### src/rtl/led_chaser.sv
// led_chaser: parametrised LED pattern generator.
// A pattern register advances once per step period (base period divided by a
// runtime speed select) in one of four motions: rotate left, rotate right,
// bounce, or fill/drain bar. The LED outputs show the pattern, registered and
// gated by a free-running PWM brightness comparator.
//
// Handshake note: there is no valid/ready interface here. load is a
// single-cycle strobe that is always accepted, and step_pulse is an
// unconditional one-cycle marker that qualifies the new value on pattern.
`timescale 1ns/1ps
module led_chaser #(
  parameter int N_LED       = 16,
  parameter int STEP_CYCLES = 5000000,
  parameter int PWM_BITS    = 8
) (
  input  logic                clk,
  input  logic                rst,
  input  logic                en,
  input  logic [1:0]          mode,
  input  logic [1:0]          speed,
  input  logic                load,
  input  logic [N_LED-1:0]    load_pattern,
  input  logic [PWM_BITS-1:0] brightness,
  output logic [N_LED-1:0]    led,
  output logic [N_LED-1:0]    pattern,
  output logic                step_pulse
);

  localparam int CNT_W = $clog2(STEP_CYCLES + 1);
  localparam logic [CNT_W-1:0] STEP_C = CNT_W'(STEP_CYCLES);
  localparam logic [CNT_W-1:0] CNT_ONE = CNT_W'(1);

  typedef enum logic [1:0] {
    MODE_ROL    = 2'b00,
    MODE_ROR    = 2'b01,
    MODE_BOUNCE = 2'b10,
    MODE_FILL   = 2'b11
  } mode_t;

  // Bounce direction flag; persists across mode changes.
  typedef enum logic {
    DIR_LEFT  = 1'b0,
    DIR_RIGHT = 1'b1
  } dir_t;

  mode_t                mode_sel;
  dir_t                 dir_q, dir_d;
  logic                 fill_q, fill_d;
  logic [CNT_W-1:0]     step_cnt;
  logic [CNT_W-1:0]     period_raw;
  logic [CNT_W-1:0]     period_m1;
  logic                 step_hit;
  logic [N_LED-1:0]     pattern_d;
  logic [N_LED-1:0]     rol_val;
  logic [N_LED-1:0]     ror_val;
  logic [PWM_BITS-1:0]  pwm_cnt;
  logic                 pwm_on;

  // Step period selection; a shift that underflows to zero means "every cycle".
  always_comb begin
    mode_sel   = mode_t'(mode);
    period_raw = STEP_C >> speed;
    period_m1  = (period_raw == '0) ? '0 : (period_raw - CNT_ONE);
    // >= rather than == so that shortening the period mid-count steps at once.
    step_hit   = en && (step_cnt >= period_m1);
  end

  // Step counter: counts 0..P-1 while enabled, cleared by load.
  always_ff @(posedge clk or posedge rst) begin
    if (rst) begin
      step_cnt <= '0;
    end else if (load) begin
      step_cnt <= '0;
    end else if (en) begin
      if (step_hit) step_cnt <= '0;
      else          step_cnt <= step_cnt + CNT_ONE;
    end
  end

  // Next pattern and direction/fill flags for the mode sampled this cycle.
  always_comb begin
    rol_val   = {pattern[N_LED-2:0], pattern[N_LED-1]};
    ror_val   = {pattern[0], pattern[N_LED-1:1]};
    pattern_d = pattern;
    dir_d     = dir_q;
    fill_d    = fill_q;
    case (mode_sel)
      MODE_ROL: pattern_d = rol_val;
      MODE_ROR: pattern_d = ror_val;
      MODE_BOUNCE: begin
        if (dir_q == DIR_LEFT) begin
          if (pattern[N_LED-1]) begin
            dir_d     = DIR_RIGHT;
            pattern_d = ror_val;
          end else begin
            pattern_d = rol_val;
          end
        end else begin
          if (pattern[0]) begin
            dir_d     = DIR_LEFT;
            pattern_d = rol_val;
          end else begin
            pattern_d = ror_val;
          end
        end
      end
      MODE_FILL: begin
        if (fill_q) begin
          if (&pattern) begin
            fill_d    = 1'b0;
            pattern_d = {pattern[N_LED-2:0], 1'b0};
          end else begin
            pattern_d = {pattern[N_LED-2:0], 1'b1};
          end
        end else begin
          if (pattern == '0) begin
            fill_d    = 1'b1;
            pattern_d = {pattern[N_LED-2:0], 1'b1};
          end else begin
            pattern_d = {pattern[N_LED-2:0], 1'b0};
          end
        end
      end
      default: pattern_d = pattern;
    endcase
  end

  // Pattern register, flags and step marker; load wins over a coincident step.
  always_ff @(posedge clk or posedge rst) begin
    if (rst) begin
      pattern    <= {{(N_LED-1){1'b0}}, 1'b1};
      dir_q      <= DIR_LEFT;
      fill_q     <= 1'b1;
      step_pulse <= 1'b0;
    end else if (load) begin
      pattern    <= load_pattern;
      dir_q      <= DIR_LEFT;
      fill_q     <= 1'b1;
      step_pulse <= 1'b0;
    end else begin
      step_pulse <= step_hit;
      if (step_hit) begin
        pattern <= pattern_d;
        dir_q   <= dir_d;
        fill_q  <= fill_d;
      end
    end
  end

  // Free-running PWM counter, independent of en and load.
  always_ff @(posedge clk or posedge rst) begin
    if (rst) pwm_cnt <= '0;
    else     pwm_cnt <= pwm_cnt + PWM_BITS'(1);
  end

  // Full-scale brightness is always on so the LEDs never blink at maximum.
  always_comb begin
    pwm_on = (&brightness) || (pwm_cnt < brightness);
  end

  // Registered, PWM-gated LED outputs.
  always_ff @(posedge clk or posedge rst) begin
    if (rst) led <= '0;
    else     led <= pwm_on ? pattern : '0;
  end

endmodule

### config.mk
export PLATFORM = sky130hd
export DESIGN_NAME = led_chaser
export DESIGN_NICKNAME = d
export VERILOG_FILES = /design/src/rtl/led_chaser.sv
export SDC_FILE = /design/constraint.sdc
export NUM_CORES = 1
export LEC_CHECK = 0
export CAP_MARGIN = 20
export CORE_AREA = 2 2 85 119
export CTS_BUF_LIST = sky130_fd_sc_hd__clkbuf_8
export DETAILED_ROUTE_END_ITERATION = 16
export DIE_AREA = 0 0 87 121
export PLACE_DENSITY = 0.71
export RECOVER_POWER = 50
export SETUP_SLACK_MARGIN = 0.3
export SLEW_MARGIN = 30
export SYNTH_ARGS = -nofsm -noshare
export SYNTH_HDL_FRONTEND = slang
export SYNTH_SLANG_ARGS = --single-unit
### constraint.sdc
create_clock -name clk -period 3.3 [get_ports clk]
set_clock_uncertainty 0.2 [all_clocks]
set_input_delay 0.66 -clock clk [delete_from_list [all_inputs] [get_ports clk]]
set_output_delay 0.66 -clock clk [all_outputs]
set_load 0.005 [all_outputs]
==> metrics <==
status completed; Detail Placement HPWL 7730 um; # nets final 616; Final Slew Violations 0; Leak Pwr between 0.002 and 0.0025 uW; Max-slew headroom between 20 and 30%; DR pass1 iterations 5; commonest non-fill, non-tap cell in the layout dfrtp_1; root buf cell clkbuf_8; CTS tree done; Fmax achieved 337 MHz; Setup-failing EPs final 0; Seq/Total Area, Yosys 39.7%; Post-synth ARST share 100%; synth-to-layout area growth 31.6%; Die X 87 um; Place WS -494 ps; num rows 42; final number of hold-violating endpoints 0; most frequent cells in the layout 64 x dfrtp_1, 57 x nand2_1, 53 x clkdlybuf4s50_1; Total GRT Usage 22.1%; pin count of the biggest net entering global routing 41; startpoint class of the critical path primary input; Port Buf Inserts between 60 and 70; vias in the first global route 3787; clk slew on worst S/H paths 70 ps; crit path setup slack, layout 334 ps; Worst-Margin Slew 1080 ps; crit path time final just under 3000 ps; crit path capture type flop; Final Util 58.3%; Die Area 10500 sq um; Final Power 1900 uW; Avg Inst Size Synth 9.01 sq um; synthesized net count ~530; crit path max fanout 7; H-tree depth 3; antenna-violating nets left 0; flops & latches, synth 66; clock sinks 66; global-route wire length before repair 18300 um; hold buffer count at CTS 0; Antenna Cells 0; setup TNS 0 ps; Clock Path Buffers 2; CTS buffer count 9; die height 121 um; HP Class reg2reg; reg2reg path depth 8; fin crit share 89.9%; WP data arrival just over 3000 ps; Pwr Density 346 nW/um^2; RSZ-0062 raised after global routing true; Post-Route WL 11300 um; Netlist cell types 54; top_reg_cell synth dfrtp_1; synth warn 0; Initial Util 44.3%; GR Overflow Total 0; Post-route DRC 0; Mapped Area 4170 sq um; initial antenna violation count 0; DR vias 3776; share of post-route cells with drive strength above 1 between 15 and 20%; hold depth 1; Max-Cap Viols 0; Core Area 9410 sq um; clk_lat worst skew 360 ps; wire per inst 17.1 um; VDD IR-drop max 0.195 mV; I/O pin cnt between 60 and 70; Post-Syn Instances between 400 and 500; Iteration-0 DRC Markers 161; Post-synth EDFFs 0; worst endpoint required time between 3000 and 4000 ps; RePlAce Congestion 0.870; Via density between 5 and 6; kind of critical path in2reg
logic make-up after synthesis:
| kind of cell | Yosys count | synth area share, % |
|---|---|---|
| AOI/OAI and AO/OA | 99 | 15.4 |
| xor gates and xnor gates | 26 | 5.46 |
| adders and majority gates | 38 | 11.4 |
| buffers and inverters | 51 | 5.19 |
| DFF | 66 | 39.7 |
| muxes | 12 | 3.21 |
| other | 1 | 0.0899 |
| and+or+nand+nor | 170 | 19.6 |
cell usage after synthesis (3+ instances only):
cell type	number	area, sq um
a21o_1	5	37.5
a21oi_1	44	220
and3_1	5	31.3
buf_2	5	25.0
clkbuf_1	15	56.3
dfrtp_1	64	1600
ha_1	38	475
inv_1	27	101
mux2_2	11	124
nand2_1	57	214
nand2b_1	4	25.0
nand3_1	12	60.1
nand4_1	14	87.6
nor2_1	36	135
nor2b_1	11	68.8
nor3_1	14	70.1
nor4_1	8	50.1
o21ai_0	5	25.0
o21ai_1	4	20.0
o22ai_1	4	25.0
o311ai_1	3	26.3
o31ai_1	13	97.6
xnor2_1	12	105
xor2_1	14	123
timing repair:
action / 4_1_cts / 5_1_grt
gates cloned: 1 / 0
gates resized for setup: 23 / 23
endpoints found under the setup margin: 42 / 34
hold endpoints to repair: 0 / 0
setup buffers: 6 / 3
pin swaps: 7 / 14
report_power, final:
group          total [uW]  internal (uW)  switching [uW]
logic                 363            193             170
clock network         632            292             339
registers             901            847            54.3
worst paths after layout:
check | startpoint | end | slack (ps)
worst max-delay path | speed[1] | pattern[9] | 330
worst min-delay path | pwm_cnt[7] | pwm_cnt[7] | 280
worst max register to register | step_cnt[2] | pattern[9] | 650
worst min register to register | pwm_cnt[7] | pwm_cnt[7] | 280
max in group asynchronous | rst | pattern[13] | 770
min in group asynchronous | rst | step_cnt[22] | 820
layer usage:
layer  up-vias  routed length (um)  global-route usage, %
met5         -                   0                      0
met4         0                 328                   10.7
met3        26                 447                   3.40
met2       107                5760                   37.1
met1      1830                4790                   27.4
li1       1813                   -                      -
registers in the layout (all words and copies together), names as in the netlist:
signal,flops
step_cnt,23
led,16
pattern,16
pwm_cnt,8
dir_q,1
fill_q,1
step_pulse,1
critical path, stage by stage:
cell and delay (ps):
buf_8 80, clkinvlp_4 120, ha_4 280, buf_6 120
ha_4 230, a21oi_2 110, o21ai_1 80, or4_4 550
a41oi_4 310, buf_6 210, nor3_2 50, o31ai_1 230
cell type report:
cell class                 count  area, sq um
tap                          110          138
multi-input combinational    346         2480
timing repair buffer          96          928
sequential                    66         1650
inverter                      27          109
clock buffer                  10          138
clock inverter                 6         42.5
fill                         839         3920
stage by stage:
stage,area (sq um),hold WS (ps),std cells
6_report,5490,275,661
5_1_grt,5490,301,661
4_1_cts,5360,282,658
3_5_place_dp,5080,268,635
3_3_place_gp,5070,269,635
2_1_floorplan,4210,248,463
No activity file was read; power rests on OpenSTA's default activity.
